<file path="config.mk">
export PLATFORM = sky130hd
export DESIGN_NAME = eth_tx_framer_flat
export DESIGN_NICKNAME = d
export VERILOG_FILES = /design/src/rtl/eth_tx_framer_if.sv /design/src/rtl/eth_tx_framer.sv /design/src/flat_wrapper.sv
export SDC_FILE = /design/constraint.sdc
export NUM_CORES = 1
export LEC_CHECK = 0
export BUFFER_PORTS_ARGS = -buffer_cell sky130_fd_sc_hd__buf_2
export CAP_MARGIN = 30
export CORE_MARGIN = 1.5
export CORE_UTILIZATION = 59
export CTS_CLUSTER_DIAMETER = 100
export CTS_CLUSTER_SIZE = 25
export DETAILED_ROUTE_END_ITERATION = 8
export HOLD_SLACK_MARGIN = 0.03
export PLACE_DENSITY = 0.84
export SKIP_LAST_GASP = 1
export SLEW_MARGIN = 20
export SYNTH_ARGS = -nofsm -noshare
export SYNTH_HDL_FRONTEND = slang
export SYNTH_SLANG_ARGS = --single-unit
</file>
<file path="constraint.sdc">
create_clock -name clk -period 8.1 [get_ports clk]
set_clock_uncertainty 0.2 [all_clocks]
set_input_delay 0.81 -clock clk [delete_from_list [all_inputs] [get_ports clk]]
set_output_delay 0.81 -clock clk [all_outputs]
set_load 0.01 [all_outputs]
</file>
<file path="src/rtl/eth_tx_framer_if.sv">
// Bundle of the framer's packet-request, FIFO-read and PHY-side signals.
// The framer drives through the master modport; the surrounding system uses slave.
interface eth_tx_framer_if;
  logic       tx_start;
  logic [8:0] pkt_len;
  logic [7:0] read_data;
  logic       fifo_empty;
  logic       read_enable;
  logic       read_start;
  logic       read_error;
  logic [7:0] tx_data;
  logic       tx_valid;
  logic       tx_ready;
  logic       tx_abort;
  logic       busy;
  logic       tx_err;
  logic       tx_done;
  logic [2:0] dbg_state;

  // A tx byte transfers on any rising edge where tx_valid && tx_ready; while
  // tx_valid is high and tx_ready low, tx_data holds and tx_valid stays high.
  modport master (
    input  tx_start, pkt_len, read_data, fifo_empty, tx_ready, tx_abort,
    output read_enable, read_start, read_error, tx_data, tx_valid,
           busy, tx_err, tx_done, dbg_state
  );

  modport slave (
    output tx_start, pkt_len, read_data, fifo_empty, tx_ready, tx_abort,
    input  read_enable, read_start, read_error, tx_data, tx_valid,
           busy, tx_err, tx_done, dbg_state
  );
endinterface

</file>
<file path="src/rtl/eth_tx_framer.sv">
// Ethernet transmit framer: preamble/SFD, payload from a rollback FIFO, zero pad,
// CRC-32 FCS and inter-frame gap, with underrun and sink-abort recovery.
module eth_tx_framer #(
  parameter int MIN_PAYLOAD    = 46,
  parameter int MAX_LEN        = 510,
  parameter int IFG_CYCLES     = 12,
  parameter int UNDERRUN_LIMIT = 16
) (
  input logic           clk,
  input logic           n_rst,
  eth_tx_framer_if.master bus
);

  typedef enum logic [2:0] {
    S_IDLE, S_PREAMBLE, S_SFD, S_PAYLOAD, S_PAD, S_FCS, S_IFG
  } state_t;

  localparam int CNT_W = 10;
  localparam int SC_W  = $clog2(UNDERRUN_LIMIT + 1);

  state_t           state, state_nxt;
  logic [CNT_W-1:0] byte_cnt, byte_cnt_nxt;
  logic [8:0]       pay_left, pay_left_nxt;
  logic [8:0]       fetch_left;
  logic [7:0]       q0, q1;
  logic [1:0]       q_cnt;
  logic             rd_pending, started;
  logic [31:0]      crc, fcs;
  logic [SC_W-1:0]  starve_cnt;
  logic             err_q, rderr_q;

  logic tx_valid, accept, pop, rd_en, abort_now, underrun_now, kill;
  logic len_ok, reject, crc_en, done;
  logic [7:0] tx_data;
  logic [2:0] occ;

  function automatic logic [31:0] crc_byte(input logic [31:0] c, input logic [7:0] d);
    logic [31:0] r;
    r = c ^ {24'h0, d};
    for (int i = 0; i < 8; i++)
      r = r[0] ? ((r >> 1) ^ 32'hEDB88320) : (r >> 1);
    return r;
  endfunction

  assign len_ok = (bus.pkt_len != 9'd0) && ({23'd0, bus.pkt_len} <= MAX_LEN);
  assign fcs    = ~crc;

  assign tx_valid = (state == S_PREAMBLE) || (state == S_SFD) || (state == S_PAD) ||
                    (state == S_FCS) || ((state == S_PAYLOAD) && (q_cnt != 2'd0));
  assign accept   = tx_valid && bus.tx_ready;
  assign pop      = accept && (state == S_PAYLOAD);

  assign abort_now    = bus.tx_abort && (state != S_IDLE) && (state != S_IFG);
  assign underrun_now = (state == S_PAYLOAD) && (q_cnt == 2'd0) &&
                        (starve_cnt == SC_W'(UNDERRUN_LIMIT - 1));
  assign kill         = abort_now || underrun_now;

  // Occupancy the queue will have once every issued read lands, net of this cycle's pop.
  assign occ   = {1'b0, q_cnt} + {2'b0, rd_pending} - {2'b0, pop};
  assign rd_en = ((state == S_PREAMBLE) || (state == S_SFD) || (state == S_PAYLOAD)) &&
                 (fetch_left != 9'd0) && !bus.fifo_empty && !kill && (occ < 3'd2);

  always_comb begin
    state_nxt    = state;
    byte_cnt_nxt = byte_cnt;
    pay_left_nxt = pay_left;
    tx_data      = 8'h00;
    reject       = 1'b0;
    crc_en       = 1'b0;
    done         = 1'b0;
    case (state)
      S_IDLE: begin
        if (bus.tx_start) begin
          if (len_ok) begin
            state_nxt    = S_PREAMBLE;
            byte_cnt_nxt = '0;
            pay_left_nxt = bus.pkt_len;
          end else begin
            reject = 1'b1;
          end
        end
      end
      S_PREAMBLE: begin
        tx_data = 8'h55;
        if (accept) begin
          if (byte_cnt == CNT_W'(6)) begin
            state_nxt    = S_SFD;
            byte_cnt_nxt = '0;
          end else begin
            byte_cnt_nxt = byte_cnt + CNT_W'(1);
          end
        end
      end
      S_SFD: begin
        tx_data = 8'hD5;
        if (accept) begin
          state_nxt    = S_PAYLOAD;
          byte_cnt_nxt = '0;
        end
      end
      S_PAYLOAD: begin
        tx_data = q0;
        if (accept) begin
          crc_en       = 1'b1;
          byte_cnt_nxt = byte_cnt + CNT_W'(1);
          pay_left_nxt = pay_left - 9'd1;
          if (pay_left == 9'd1) begin
            if (byte_cnt < CNT_W'(MIN_PAYLOAD - 1)) begin
              state_nxt = S_PAD;
            end else begin
              state_nxt    = S_FCS;
              byte_cnt_nxt = '0;
            end
          end
        end
      end
      S_PAD: begin
        if (accept) begin
          crc_en = 1'b1;
          if (byte_cnt == CNT_W'(MIN_PAYLOAD - 1)) begin
            state_nxt    = S_FCS;
            byte_cnt_nxt = '0;
          end else begin
            byte_cnt_nxt = byte_cnt + CNT_W'(1);
          end
        end
      end
      S_FCS: begin
        case (byte_cnt[1:0])
          2'd0:    tx_data = fcs[7:0];
          2'd1:    tx_data = fcs[15:8];
          2'd2:    tx_data = fcs[23:16];
          default: tx_data = fcs[31:24];
        endcase
        if (accept) begin
          if (byte_cnt == CNT_W'(3)) begin
            state_nxt    = S_IFG;
            byte_cnt_nxt = '0;
            done         = !abort_now;
          end else begin
            byte_cnt_nxt = byte_cnt + CNT_W'(1);
          end
        end
      end
      S_IFG: begin
        if (byte_cnt == CNT_W'(IFG_CYCLES - 1)) begin
          state_nxt    = S_IDLE;
          byte_cnt_nxt = '0;
        end else begin
          byte_cnt_nxt = byte_cnt + CNT_W'(1);
        end
      end
      default: state_nxt = S_IDLE;
    endcase
    if (kill) begin
      state_nxt    = S_IFG;
      byte_cnt_nxt = '0;
    end
  end

  always_ff @(posedge clk or negedge n_rst) begin
    if (!n_rst) begin
      state      <= S_IDLE;
      byte_cnt   <= '0;
      pay_left   <= '0;
      fetch_left <= '0;
      q0         <= '0;
      q1         <= '0;
      q_cnt      <= '0;
      rd_pending <= 1'b0;
      started    <= 1'b0;
      crc        <= 32'hFFFFFFFF;
      starve_cnt <= '0;
      err_q      <= 1'b0;
      rderr_q    <= 1'b0;
    end else begin
      state      <= state_nxt;
      byte_cnt   <= byte_cnt_nxt;
      pay_left   <= pay_left_nxt;
      err_q      <= reject || kill;
      rderr_q    <= kill;
      rd_pending <= rd_en;
      if ((state == S_IDLE) && bus.tx_start && len_ok) begin
        fetch_left <= bus.pkt_len;
        started    <= 1'b0;
        crc        <= 32'hFFFFFFFF;
      end else begin
        if (rd_en) begin
          fetch_left <= fetch_left - 9'd1;
          started    <= 1'b1;
        end
        if (crc_en) crc <= crc_byte(crc, tx_data);
      end
      if ((state == S_PAYLOAD) && (q_cnt == 2'd0)) starve_cnt <= starve_cnt + SC_W'(1);
      else starve_cnt <= '0;
      // A kill drops both queued bytes and the byte landing from last cycle's read.
      if (kill) begin
        q_cnt <= 2'd0;
      end else begin
        case ({rd_pending, pop})
          2'b11: begin
            if (q_cnt == 2'd2) begin
              q0 <= q1;
              q1 <= bus.read_data;
            end else begin
              q0 <= bus.read_data;
            end
          end
          2'b01: begin
            q0    <= q1;
            q_cnt <= q_cnt - 2'd1;
          end
          2'b10: begin
            if (q_cnt == 2'd0) q0 <= bus.read_data;
            else q1 <= bus.read_data;
            q_cnt <= q_cnt + 2'd1;
          end
          default: ;
        endcase
      end
    end
  end

  assign bus.read_enable = rd_en;
  assign bus.read_start  = rd_en && !started;
  assign bus.read_error  = rderr_q;
  assign bus.tx_data     = tx_data;
  assign bus.tx_valid    = tx_valid;
  assign bus.busy        = (state != S_IDLE);
  assign bus.tx_err      = err_q;
  assign bus.tx_done     = done;
  assign bus.dbg_state   = state;

endmodule
</file>
<file path="src/flat_wrapper.sv">
// flat-port wrapper written by rule: the top's interface ports become plain ports
module eth_tx_framer_flat 
#(
  parameter int MIN_PAYLOAD    = 46,
  parameter int MAX_LEN        = 510,
  parameter int IFG_CYCLES     = 12,
  parameter int UNDERRUN_LIMIT = 16
)
  (clk, n_rst, bus_tx_start, bus_pkt_len, bus_read_data, bus_fifo_empty, bus_tx_ready, bus_tx_abort, bus_read_enable, bus_read_start, bus_read_error, bus_tx_data, bus_tx_valid, bus_busy, bus_tx_err, bus_tx_done, bus_dbg_state);
  eth_tx_framer_if bus_i ();
  input logic clk;
  input logic n_rst;
  input wire logic [$bits(bus_i.tx_start)-1:0] bus_tx_start;
  input wire logic [$bits(bus_i.pkt_len)-1:0] bus_pkt_len;
  input wire logic [$bits(bus_i.read_data)-1:0] bus_read_data;
  input wire logic [$bits(bus_i.fifo_empty)-1:0] bus_fifo_empty;
  input wire logic [$bits(bus_i.tx_ready)-1:0] bus_tx_ready;
  input wire logic [$bits(bus_i.tx_abort)-1:0] bus_tx_abort;
  output wire logic [$bits(bus_i.read_enable)-1:0] bus_read_enable;
  output wire logic [$bits(bus_i.read_start)-1:0] bus_read_start;
  output wire logic [$bits(bus_i.read_error)-1:0] bus_read_error;
  output wire logic [$bits(bus_i.tx_data)-1:0] bus_tx_data;
  output wire logic [$bits(bus_i.tx_valid)-1:0] bus_tx_valid;
  output wire logic [$bits(bus_i.busy)-1:0] bus_busy;
  output wire logic [$bits(bus_i.tx_err)-1:0] bus_tx_err;
  output wire logic [$bits(bus_i.tx_done)-1:0] bus_tx_done;
  output wire logic [$bits(bus_i.dbg_state)-1:0] bus_dbg_state;
  assign bus_i.tx_start = bus_tx_start;
  assign bus_i.pkt_len = bus_pkt_len;
  assign bus_i.read_data = bus_read_data;
  assign bus_i.fifo_empty = bus_fifo_empty;
  assign bus_i.tx_ready = bus_tx_ready;
  assign bus_i.tx_abort = bus_tx_abort;
  assign bus_read_enable = bus_i.read_enable;
  assign bus_read_start = bus_i.read_start;
  assign bus_read_error = bus_i.read_error;
  assign bus_tx_data = bus_i.tx_data;
  assign bus_tx_valid = bus_i.tx_valid;
  assign bus_busy = bus_i.busy;
  assign bus_tx_err = bus_i.tx_err;
  assign bus_tx_done = bus_i.tx_done;
  assign bus_dbg_state = bus_i.dbg_state;
  eth_tx_framer #(.MIN_PAYLOAD(MIN_PAYLOAD), .MAX_LEN(MAX_LEN), .IFG_CYCLES(IFG_CYCLES), .UNDERRUN_LIMIT(UNDERRUN_LIMIT)) u_core (.clk(clk), .n_rst(n_rst), .bus(bus_i));
endmodule
</file>
; ---- Word level (Yosys, flattened, before mapping)
; Index checks and enable logic that the tools add are counted.
[word_totals]
ff_bits = 90
input_bits = 23
wordCells = 185
[classes]
add_sub_neg = 8
magnitude_cmp = 3
eq_ne = 37
mux = 67
bitwise = 11
n_reduce_logical = 46
[op_table]
columns = cell, n
row1 = 32-bit 2-to-1 mux, 10
row2 = 10-bit 2-to-1 mux, 14
row3 = 13-bit inverter with 14-bit output, 8
row4 = 10-bit one-hot mux with 7 select lines, 1
row5 = 8-bit one-hot mux with 3 select lines, 2
row6 = 9-bit 2-to-1 mux, 5
row7 = 3-bit 2-to-1 mux, 13
row8 = 8-bit 2-to-1 mux, 4
row9 = 32-bit inverter, 1
row10 = 8-bit one-hot mux with 4 select lines, 1
row11 = 32-bit by 8-bit XOR with 32-bit output, 1
row12 = "3-bit by 1-bit inequality test with 1-bit output, second input constant", 7
row13 = 3-bit one-hot mux with 7 select lines, 1
row14 = 9-bit one-hot mux with 2 select lines, 1
row15 = 9-bit nonzero test, 2
row16 = "9-bit by 1-bit subtractor with 9-bit output, second input constant", 2
row17 = 8-bit one-hot mux with 2 select lines, 1
row18 = 1-bit logical AND, 15
row19 = "3-bit by 2-bit inequality test with 1-bit output, second input constant", 5
row20 = 12-bit AND reduction, 1
row21 = 1-bit 2-to-1 mux, 11
row22 = "10-bit by 1-bit adder with 10-bit output, second input constant", 1
row23 = "10-bit by 2-bit == test with 1-bit output, second input constant", 1
row24 = "10-bit by 3-bit == test with 1-bit output, second input constant", 1
row25 = 35 further kinds, 63

; ---- Depth between registers and ports, before layout
; Gate-level depths: netlist of the first run.
[logic_depth]
ltp_word = 22
mapped_depth = 15
depth_no_buf = 12

; ---- Worst setup path after synthesis of the first run
; OpenSTA, ideal clock, no wires.
[synth_timing]
kind = register to output
from = register u_core.state[2] (netlist: u_core.bus.dbg_state[2])
to = output bus_read_start
arrival_time_ns = 2.977
path_slack_ns = 4.113
stages_incl_launch_ff = 13
n_path_buf = 3
cell_sequence = dfrtp_1 -> buf_4 -> and3b_1 -> clkbuf_1 -> nand3_1 -> xnor2_1 -> nand2_1 -> fa_1 -> nand2_1 -> nor4b_1 -> o21a_1 -> buf_2 -> nor2b_1
[synth_between]
elab_chain_len = 11
elab_cells_between_ends = 28
classes_between = add/sub: 1 / order compare: 1 / eq/ne: 6 / reduce/logical: 20
[synth_lines]
columns = item, line
row1 = "start, declared", eth_tx_framer.sv:21  ; state_t state, state_nxt;
row2 = "start signal, assigned", eth_tx_framer.sv:177  ; state <= state_nxt;
row3 = 3-bit by 1-bit == test with 1-bit output / 3-bit by 2-bit == test with 1-bit output (equally long branches), "eth_tx_framer.sv:48, eth_tx_framer.sv:60"
row4 = 1-bit logical OR, "eth_tx_framer.sv:48, eth_tx_framer.sv:60"
row5 = 1-bit logical OR (2 in a row), eth_tx_framer.sv:48  ; assign tx_valid = (state == S_PREAMBLE) || (state == S_SFD) || (state == S_PAD) ||
row6 = 1-bit logical OR, eth_tx_framer.sv:49  ; (state == S_FCS) || ((state == S_PAYLOAD) && (q_cnt != 2'd0));
row7 = 1-bit logical AND, eth_tx_framer.sv:50  ; assign accept = tx_valid && bus.tx_ready;
row8 = 1-bit logical AND, eth_tx_framer.sv:51  ; assign pop = accept && (state == S_PAYLOAD);
row9 = 3-bit by 1-bit subtractor with 3-bit output, eth_tx_framer.sv:59  ; assign occ = {1'b0, q_cnt} + {2'b0, rd_pending} - {2'b0, pop};
row10 = 3-bit by 2-bit < comparator with 1-bit output, eth_tx_framer.sv:61  ; (fetch_left != 9'd0) && !bus.fifo_empty && !kill && (occ < 3'd2);
row11 = 1-bit logical AND *, eth_tx_framer.sv:61
row12 = via bus_read_enable, flat_wrapper.sv:19  ; output wire logic [$bits(bus_i.read_enable)-1:0] bus_read_enable;
row13 = 1-bit logical AND *, eth_tx_framer.sv:225  ; assign bus.read_start = rd_en && !started;
row14 = "end, declared", flat_wrapper.sv:20  ; output wire logic [$bits(bus_i.read_start)-1:0] bus_read_start;
; The timed path passes the listed nets; every way through them passes the cells marked *.

; ---- Worst setup path in the final report of the first run
[layout_timing]
from = register u_core.state[1] (netlist: u_core.bus.dbg_state[1])
to = output bus_read_start
[layout_between]
elab_chain_len = 11
elab_cells_between_ends = 28
classes_between = add/sub: 1 / order compare: 1 / eq/ne: 6 / reduce/logical: 20
[layout_lines]
columns = item, line
row1 = 3-bit by 1-bit == test with 1-bit output / 3-bit by 2-bit == test with 1-bit output (equally long branches), "eth_tx_framer.sv:48, eth_tx_framer.sv:60"
row2 = 1-bit logical OR, "eth_tx_framer.sv:48, eth_tx_framer.sv:60"
row3 = 1-bit logical OR (2 in a row), eth_tx_framer.sv:48
row4 = 1-bit logical OR, eth_tx_framer.sv:49
row5 = 1-bit logical AND, eth_tx_framer.sv:50
row6 = 1-bit logical AND, eth_tx_framer.sv:51
row7 = 3-bit by 1-bit subtractor with 3-bit output, eth_tx_framer.sv:59
row8 = 3-bit by 2-bit < comparator with 1-bit output, eth_tx_framer.sv:61
row9 = 1-bit logical AND *, eth_tx_framer.sv:61
row10 = 1-bit logical AND *, eth_tx_framer.sv:225
; Mark *: on every way between the ends. The rest lies on a longest branch, timed or not.

==> impl_metrics.prom, run 1 <==
# TYPE chip_impl_metric gauge
chip_impl_metric{name="portBuffers",unit=""} 40
chip_impl_metric{name="clock_path_buffers",unit=""} 2
chip_impl_metric{name="final_cell_area",unit="um2"} 6300
chip_impl_info{name="grt_setup_unrepaired",value="no"} 1
chip_impl_metric{name="global_route.usage.met2",unit=""} 0.440
chip_impl_metric{name="sum_neg_setup_slack",unit="ps"} 0
chip_impl_metric{name="die_area",unit="um2"} 10400
chip_impl_metric{name="core_area",unit="um2"} 9640
chip_impl_metric{name="synth_area_per_cell",unit="um2"} 9.51
chip_impl_metric{name="netSwitchingFraction",unit=""} 0.454
chip_impl_metric{name="tightest_slew",unit="ps"} 995
chip_impl_metric{name="netlist-cell-type-count",unit=""} 75
chip_impl_metric{name="detailedPlacementHpwl",unit="um"} 9590
chip_impl_info{name="crit_slowest_cell",value="sky130_fd_sc_hd__dfrtp_1"} 1
chip_impl_metric{name="finalWorstPathRequiredPeriod",unit="ps"} 4970
chip_impl_metric{name="combinational_cell_fraction_of_total_power",unit=""} 0.641
chip_impl_info{name="cpMostUsedCell",value="sky130_fd_sc_hd__nand2_1"} 1
chip_impl_metric{name="total_power",unit="mW"} 3.24
chip_impl_metric{name="clock_tree.htree_level_count",unit=""} 3
chip_impl_metric{name="final_cell_count_no_fill",unit=""} 777
chip_impl_info{name="setup.worst_path.start_class",value="register"} 1
chip_impl_metric{name="antenna_left",unit=""} 0
chip_impl_metric{name="drt_first_iter_violations",unit=""} 425
chip_impl_info{name="ctsRootBufferMaster",value="sky130_fd_sc_hd__clkbuf_8"} 1
chip_impl_metric{name="hold_ws",unit="ps"} 197
chip_impl_metric{name="power.static_leakage",unit="nW"} 2.70
chip_impl_info{name="cp_cell_sequence",value="and3b_1, nand3_1, xnor2_1, nand2_1, fa_1, nand2_1, nor4b_1, o21a_1, nor2b_1, buf_2"} 1
chip_impl_metric{name="initial_standard_cell_utilization_of_the_core",unit=""} 0.602
chip_impl_metric{name="achievable-frequency",unit="MHz"} 201
chip_impl_info{name="setup.worst_path.class",value="register to primary output"} 1
chip_impl_metric{name="grt_pass1_wl",unit="um"} 21500
chip_impl_info{name="outcome",value="complete, no violations"} 1
chip_impl_metric{name="floorplan.io_pins",unit=""} 41
chip_impl_metric{name="final_layout_fill_cell_count",unit=""} 782
chip_impl_metric{name="critical_path_arrival",unit="ps"} 3960
chip_impl_metric{name="synth.yosys.warnings",unit=""} 0
chip_impl_metric{name="inserted_clock_buffers",unit=""} 9
chip_impl_metric{name="overflow",unit=""} 0
chip_impl_metric{name="avgRoutedWirePerCell",unit="um"} 17.3
chip_impl_metric{name="dpl-instance-area",unit="um2"} 6090
chip_impl_metric{name="final-seq-area",unit="um2"} 2290
chip_impl_metric{name="netSwitchingPower",unit="mW"} 1.47
chip_impl_metric{name="highest_fanout_seen_on_the_critical_path",unit=""} 21
chip_impl_metric{name="die_width",unit="um"} 102
chip_impl_metric{name="layout_setup_ws",unit="ps"} 3130
chip_impl_metric{name="drv_slew",unit=""} 0
chip_impl_metric{name="syn_area",unit="um2"} 5800
chip_impl_metric{name="setup-violations-final",unit=""} 0
chip_impl_metric{name="clk_transition_reported_paths",unit="ps"} 90
chip_impl_info{name="yosys_most_used_dff",value="sky130_fd_sc_hd__dfrtp_1"} 1
chip_impl_metric{name="yosysSeqAreaShare",unit=""} 0.395
chip_impl_info{name="hold_path.class",value="input port to async pin"} 1
chip_impl_metric{name="cp_slowest_stage_delay",unit="ps"} 730
chip_impl_metric{name="finish.net_count",unit=""} 673
chip_impl_metric{name="synth-edff-count",unit=""} 0
chip_impl_metric{name="max_cap_viol_count",unit=""} 0
chip_impl_metric{name="ir_drop",unit="uV"} 263
chip_impl_metric{name="final_hold_viol_count",unit=""} 0
chip_impl_metric{name="cts.hold.buffers_added",unit=""} 0
chip_impl_metric{name="rows",unit=""} 36
chip_impl_metric{name="chipHeight",unit="um"} 102
chip_impl_metric{name="cts.sink_count",unit=""} 90
chip_impl_info{name="critical_path_sink_type",value="primary output"} 1
chip_impl_metric{name="cellInternalPower",unit="mW"} 1.77
chip_impl_metric{name="via_count_of_the_first_global_routing_pass",unit=""} 4253
chip_impl_metric{name="drcViolationCount",unit=""} 0
chip_impl_metric{name="vias",unit=""} 4637
chip_impl_metric{name="relSlewSlack",unit=""} 0.332
chip_impl_metric{name="grt.met1_usage",unit=""} 0.361
chip_impl_metric{name="synth-seq-cells",unit=""} 90
chip_impl_metric{name="number_of_diodes",unit=""} 0
chip_impl_metric{name="antenna_found_initial",unit=""} 0
chip_impl_metric{name="synthToLayoutAreaGrowth",unit="%"} 8.58
chip_impl_metric{name="pin_count_of_the_biggest_net_entering_global_routing",unit=""} 55
chip_impl_metric{name="dp_worst_setup_slack",unit="ps"} 3620
chip_impl_metric{name="p_per_area",unit="nW/um2"} 515
chip_impl_info{name="grt_most_used_layer",value="met2"} 1
chip_impl_metric{name="globalplace.congestion",unit=""} 0.934
chip_impl_metric{name="grtUsageTotal",unit=""} 0.270
chip_impl_metric{name="clock_insertion_delay_at_the_later_pin_of_the_skew_report",unit="ps"} 370
chip_impl_metric{name="firstDrtPassIters",unit=""} 7
chip_impl_metric{name="multiInputGateArea",unit="um2"} 3300
chip_impl_metric{name="synthesis.instances",unit=""} 610
chip_impl_metric{name="seqPwrFrac",unit=""} 0.262
chip_impl_metric{name="vias_per_cell",unit=""} 5.97
chip_impl_metric{name="met3_usage_grt",unit=""} 0.0404
chip_impl_metric{name="crit_required",unit="ps"} 7090
chip_impl_info{name="cts_tree",value="done"} 1
chip_impl_metric{name="share_of_flip_flops_with_an_asynchronous_set_or_reset",unit=""} 1.00
chip_impl_metric{name="cts.repair.resized",unit=""} 0
chip_impl_metric{name="postCtsSetupRepairBufs",unit=""} 0
chip_impl_metric{name="final_layout_size_suffix_gt1_frac",unit=""} 0.208
chip_impl_metric{name="power.clock.fraction",unit=""} 0.097
chip_impl_metric{name="post-route-util",unit=""} 0.653
chip_impl_metric{name="timing.final.crit_share",unit=""} 0.614
chip_impl_metric{name="drt-total-wl",unit="um"} 13500
chip_impl_metric{name="placedCellCount",unit=""} 760
chip_impl_metric{name="syn-num-nets",unit=""} 644
==> critical path: cells and delay by family (launching register included) <==
| family | cells | cell delay [ps] |
|---|---|---|
| XOR/XNOR | 1 | 290 |
| adder cells (fa/ha/maj) | 1 | 490 |
| flip-flops | 1 | 730 |
| buffers and inverters | 1 | 140 |
| AO/OA/AOI/OAI | 1 | 350 |
| AND/OR/NAND/NOR | 6 | 1590 |
==> state kept, by name, indices dropped and copies added, names as in the netlist <==
name and flops:
u_core.crc 32, u_core.byte_cnt 10, u_core.fetch_left 9, u_core.pay_left 9, u_core.q0 8, u_core.q1 8, u_core.starve_cnt 5, u_core.bus.dbg_state 3
u_core.q_cnt 2, u_core.bus.read_error 1, u_core.bus.tx_err 1, u_core.rd_pending 1, u_core.started 1
==> layout make-up <==
type	instances	share of cell area
well taps	133	0.0264
multi-input cells	470	0.525
flip-flops and latches	90	0.364
repair buffers	45	0.0393
clock inverters	7	0.0123
clock buffers	9	0.0197
inverters	23	0.0137
==> layout by cell type, fill, tap and decap left out, types with 18 or more instances in the layout <==
master and instances:
sky130_fd_sc_hd__dfrtp_1 58, sky130_fd_sc_hd__inv_1 22, sky130_fd_sc_hd__buf_2 39, sky130_fd_sc_hd__nor3_1 25, sky130_fd_sc_hd__xor2_1 18, sky130_fd_sc_hd__dfstp_2 32
sky130_fd_sc_hd__nor2b_1 20, sky130_fd_sc_hd__a21oi_1 40, sky130_fd_sc_hd__o21ai_0 34, sky130_fd_sc_hd__nor2_1 57, sky130_fd_sc_hd__nand2_1 60, sky130_fd_sc_hd__xnor2_1 50
==> cell usage after synthesis, drive strengths merged, types with 14 or more instances <==
cell | number | area [um2]
nand3 | 14 | 70.1
inv | 23 | 86.3
dfstp | 32 | 841
nor2b | 21 | 139
nor2 | 57 | 214
o21ai | 48 | 263
xor2 | 22 | 245
xnor2 | 57 | 586
clkbuf | 17 | 63.8
nand2 | 60 | 225
dfrtp | 58 | 1450
nor3 | 25 | 125
a21oi | 41 | 209
==> power groups by stage <==
stage | clock (mW) | combinational, mW | sequential, mW
detailed placement | 0 | 2.03 | 0.851
global placement | 0 | 1.97 | 0.839
CTS | 0.322 | 2.06 | 0.844
global route | 0.338 | 2.24 | 0.873
floorplan | 0 | 1.69 | 0.791
finish | 0.316 | 2.08 | 0.849
==> per-layer routing <==
layer / share of wire / vias up / wire [um]
met4: 0.025 / 0 / 334
met5: 0 / - / 0
li1: - / 2193 / -
met3: 0.060 / 28 / 815
met2: 0.49 / 159 / 6540
met1: 0.43 / 2257 / 5780
==> worst paths after layout <==
path,startpoint,to,slack (ps),depth (start not counted)
hold / removal,n_rst,u_core.byte_cnt[0],200,1
min in group clk,u_core.starve_cnt[0],u_core.starve_cnt[0],290,1
max in group asynchronous,n_rst,u_core.fetch_left[3],6470,2
setup / recovery,u_core.bus.dbg_state[1],bus_read_start,3130,10
hold reg to reg,u_core.starve_cnt[0],u_core.starve_cnt[0],290,1
setup reg to reg,u_core.bus.dbg_state[1],u_core.fetch_left[5],3830,12
==> logic make-up (layout without fill, tap and decap cells) <==
logic type,after synthesis,after routing,share of synthesized area
AOI/OAI and AO/OA,145,145,0.177
xor gates and xnor gates,82,82,0.155
adders and majority gates,11,11,0.0250
buffers and inverters,50,84,0.0352
DFF,90,90,0.395
muxes,18,18,0.0330
and+or+nand+nor,214,214,0.180
Power figures use the tool's default switching activity.
==> inputs of run 2 (changes only) <==
- CORE_UTILIZATION: 59 -> 55
- PLACE_DENSITY: 0.84 -> 0.83
- clock period: 8.1 -> 4.3 ns (I/O delays scaled with it)
==> run 2 against run 1 <==
  * Core utilization is 3.5 points lower
  * Sequential share of layout area shrank 0.32 points
  * Combinational power up 92%
  * Setup slack worse by 2900 ps
  * Clock-buffer cell count increased by 1
  * Global-route usage shrank 0.83 points
==> impl_metrics.prom, run 2 (same netlist as run 1, synthesis figures left out) <==
# TYPE chip_impl_metric gauge
chip_impl_info{name="outcome",value="complete, no violations"} 1
chip_impl_metric{name="total_power",unit="mW"} 6.12
chip_impl_metric{name="final_hold_viol_count",unit=""} 0
chip_impl_metric{name="globalplace.congestion",unit=""} 0.920
chip_impl_metric{name="crit_required",unit="ps"} 3670
chip_impl_metric{name="grtUsageTotal",unit=""} 0.262
chip_impl_metric{name="drv_slew",unit=""} 0
chip_impl_metric{name="firstDrtPassIters",unit=""} 5
chip_impl_info{name="setup.worst_path.start_class",value="register"} 1
chip_impl_info{name="r2r-end",value="u_core.fetch_left[5]"} 1
chip_impl_metric{name="dp_worst_setup_slack",unit="ps"} 487
chip_impl_metric{name="final_layout_size_suffix_gt1_frac",unit=""} 0.211
chip_impl_metric{name="vias_per_cell",unit=""} 5.91
chip_impl_metric{name="post-route-util",unit=""} 0.618
chip_impl_info{name="worst_r2r_startpoint",value="u_core.q_cnt[1]"} 1
chip_impl_metric{name="finish.net_count",unit=""} 678
chip_impl_metric{name="floorplan.io_pins",unit=""} 41
chip_impl_metric{name="max_cap_viol_count",unit=""} 0
chip_impl_metric{name="rrSetupSlack",unit="ps"} 470
chip_impl_metric{name="clock_path_buffers",unit=""} 2
chip_impl_metric{name="overflow",unit=""} 0
chip_impl_metric{name="rows",unit=""} 37
chip_impl_metric{name="highest_fanout_seen_on_the_critical_path",unit=""} 9
chip_impl_metric{name="number_of_flip_flops_under_the_largest_register_name",unit=""} 32
chip_impl_metric{name="synthToLayoutAreaGrowth",unit="%"} 9.56
chip_impl_metric{name="power.static_leakage",unit="nW"} 2.72
chip_impl_info{name="cts_tree",value="done"} 1
chip_impl_metric{name="grt_pass1_wl",unit="um"} 22900
chip_impl_info{name="top_register",value="u_core.crc"} 1
chip_impl_metric{name="initial_standard_cell_utilization_of_the_core",unit=""} 0.564
chip_impl_metric{name="critical_path_arrival",unit="ps"} 3450
chip_impl_metric{name="worstRegToRegCells",unit=""} 12
chip_impl_metric{name="cts.sink_count",unit=""} 90
chip_impl_metric{name="via_count_of_the_first_global_routing_pass",unit=""} 4506
chip_impl_metric{name="inserted_clock_buffers",unit=""} 9
chip_impl_metric{name="clock_insertion_delay_at_the_later_pin_of_the_skew_report",unit="ps"} 380
chip_impl_metric{name="number_of_diodes",unit=""} 0
chip_impl_info{name="critical_path_sink_type",value="primary output"} 1
chip_impl_metric{name="avgRoutedWirePerCell",unit="um"} 17.5
chip_impl_metric{name="detailedPlacementHpwl",unit="um"} 9780
chip_impl_metric{name="achievable-frequency",unit="MHz"} 245
chip_impl_metric{name="cts.repair.resized",unit=""} 0
chip_impl_info{name="worst_hold_startpoint",value="bus_read_data[1]"} 1
chip_impl_metric{name="die_area",unit="um2"} 11200
chip_impl_metric{name="finalWorstPathRequiredPeriod",unit="ps"} 4080
chip_impl_metric{name="vias",unit=""} 4638
chip_impl_info{name="hold_path_sink",value="u_core.q1[1]"} 1
chip_impl_metric{name="pin_count_of_the_biggest_net_entering_global_routing",unit=""} 56
chip_impl_metric{name="chipHeight",unit="um"} 106
chip_impl_metric{name="antenna_found_initial",unit=""} 0
chip_impl_metric{name="relSlewSlack",unit=""} 0.349
chip_impl_info{name="layout_commonest_cell",value="sky130_fd_sc_hd__nand2_1"} 1
chip_impl_metric{name="placedCellCount",unit=""} 767
chip_impl_metric{name="clock_tree.htree_level_count",unit=""} 3
chip_impl_metric{name="hold_depth",unit=""} 2
chip_impl_metric{name="final_cell_count_no_fill",unit=""} 785
chip_impl_info{name="setup.worst_path.class",value="register to primary output"} 1
chip_impl_info{name="biggestRegsByFlops",value="u_core.crc: 32 flops, u_core.byte_cnt: 10 flops"} 1
chip_impl_metric{name="drt_first_iter_violations",unit=""} 370
chip_impl_metric{name="tightest_slew",unit="ps"} 976
chip_impl_metric{name="drcViolationCount",unit=""} 0
chip_impl_metric{name="die_width",unit="um"} 106
chip_impl_metric{name="timing.final.crit_share",unit=""} 0.948
chip_impl_metric{name="sum_neg_setup_slack",unit="ps"} 0
chip_impl_metric{name="drt-total-wl",unit="um"} 13700
chip_impl_metric{name="layout_setup_ws",unit="ps"} 223
chip_impl_metric{name="antenna_left",unit=""} 0
chip_impl_info{name="hold_path.class",value="input port to register"} 1
chip_impl_info{name="most-common-layout-cells",value="sky130_fd_sc_hd__nand2_1 (60), sky130_fd_sc_hd__dfrtp_1 (58), sky130_fd_sc_hd__nor2_1 (57), sky130_fd_sc_hd__xnor2_1 (50), sky130_fd_sc_hd__a21oi_1 (40)"} 1
chip_impl_metric{name="p_per_area",unit="nW/um2"} 963
chip_impl_metric{name="clk_transition_reported_paths",unit="ps"} 100
chip_impl_info{name="grt_setup_unrepaired",value="no"} 1
chip_impl_metric{name="setup-violations-final",unit=""} 0
chip_impl_metric{name="portBuffers",unit=""} 40
chip_impl_metric{name="postCtsSetupRepairBufs",unit=""} 0
chip_impl_metric{name="core_area",unit="um2"} 10300
chip_impl_info{name="ctsRootBufferMaster",value="sky130_fd_sc_hd__clkbuf_8"} 1
chip_impl_metric{name="ir_drop",unit="uV"} 571
## run 2: cell count changes in the layout (fill, tap and decap cells not counted)
cell / previous run / this run
sky130_fd_sc_hd__clkinvlp_4: 1 / 3
sky130_fd_sc_hd__dlygate4sd3_1: 0 / 1
sky130_fd_sc_hd__buf_4: 5 / 8
sky130_fd_sc_hd__buf_16: 0 / 1
sky130_fd_sc_hd__clkinv_4: 2 / 0
sky130_fd_sc_hd__clkbuf_1: 0 / 1
sky130_fd_sc_hd__inv_6: 2 / 1
## run 2: layer usage
| metal | GRT usage | routed length, um |
|---|---|---|
| met5 | 0 | 0 |
| met4 | 0.120 | 381 |
| met3 | 0.0334 | 734 |
| met2 | 0.424 | 6720 |
| met1 | 0.350 | 5890 |
## run 2: worst max-delay path, cell delays in order (launching register included)
cell and delay, ps:
sky130_fd_sc_hd__dfrtp_1 480, sky130_fd_sc_hd__or2_2 380, sky130_fd_sc_hd__nand3_1 190, sky130_fd_sc_hd__xnor2_1 170, sky130_fd_sc_hd__nand2_1 120, sky130_fd_sc_hd__fa_1 490, sky130_fd_sc_hd__nand2_1 60, sky130_fd_sc_hd__nor4b_1 490
sky130_fd_sc_hd__o21a_1 400, sky130_fd_sc_hd__nor2b_1 170, sky130_fd_sc_hd__buf_2 130
## run 2: worst max-delay path by stage
stage | startpoint | cells past startpoint | end | slack (ps)
after global placement | u_core.q_cnt[1] | 12 | u_core.fetch_left[5] | 820
after global routing | u_core.q_cnt[0] | 10 | bus_read_start | 40
after floorplan | u_core.bus.dbg_state[2] | 15 | u_core.fetch_left[5] | 670
after detailed placement | u_core.q_cnt[1] | 12 | u_core.fetch_left[5] | 490
final | u_core.q_cnt[1] | 10 | bus_read_start | 220
after CTS | u_core.q_cnt[1] | 10 | bus_read_start | 240
## run 2: timing repair
action | CTS | global route
setup endpoints to repair | 0 | 0
hold endpoints to repair | 27 | 0
hold buffers | 1 | 0
## run 2: metrics by stage
stage	hold WS (ps)	area [um2]
after detailed placement	225	6140
after global routing	102	6350
final	101	6350
after CTS	97.1	6350
after floorplan	-65.6	5800
after global placement	247	6100
## run 2: final cells by class
class | count | area, um2
Clock buffer | 10 | 128
Multi-Input combinational cell | 470 | 3300
Fill cell | 867 | 3920
Timing Repair Buffer | 50 | 308
Inverter | 23 | 86.3
Tap cell | 136 | 170
Clock inverter | 6 | 66.3
Sequential cell | 90 | 2290
## run 2: report_power, final
group	switching [mW]	internal (mW)	total (mW)
Sequential	0.279	1.27	1.55
Clock	0.315	0.270	0.585
Combinational	2.17	1.82	3.99
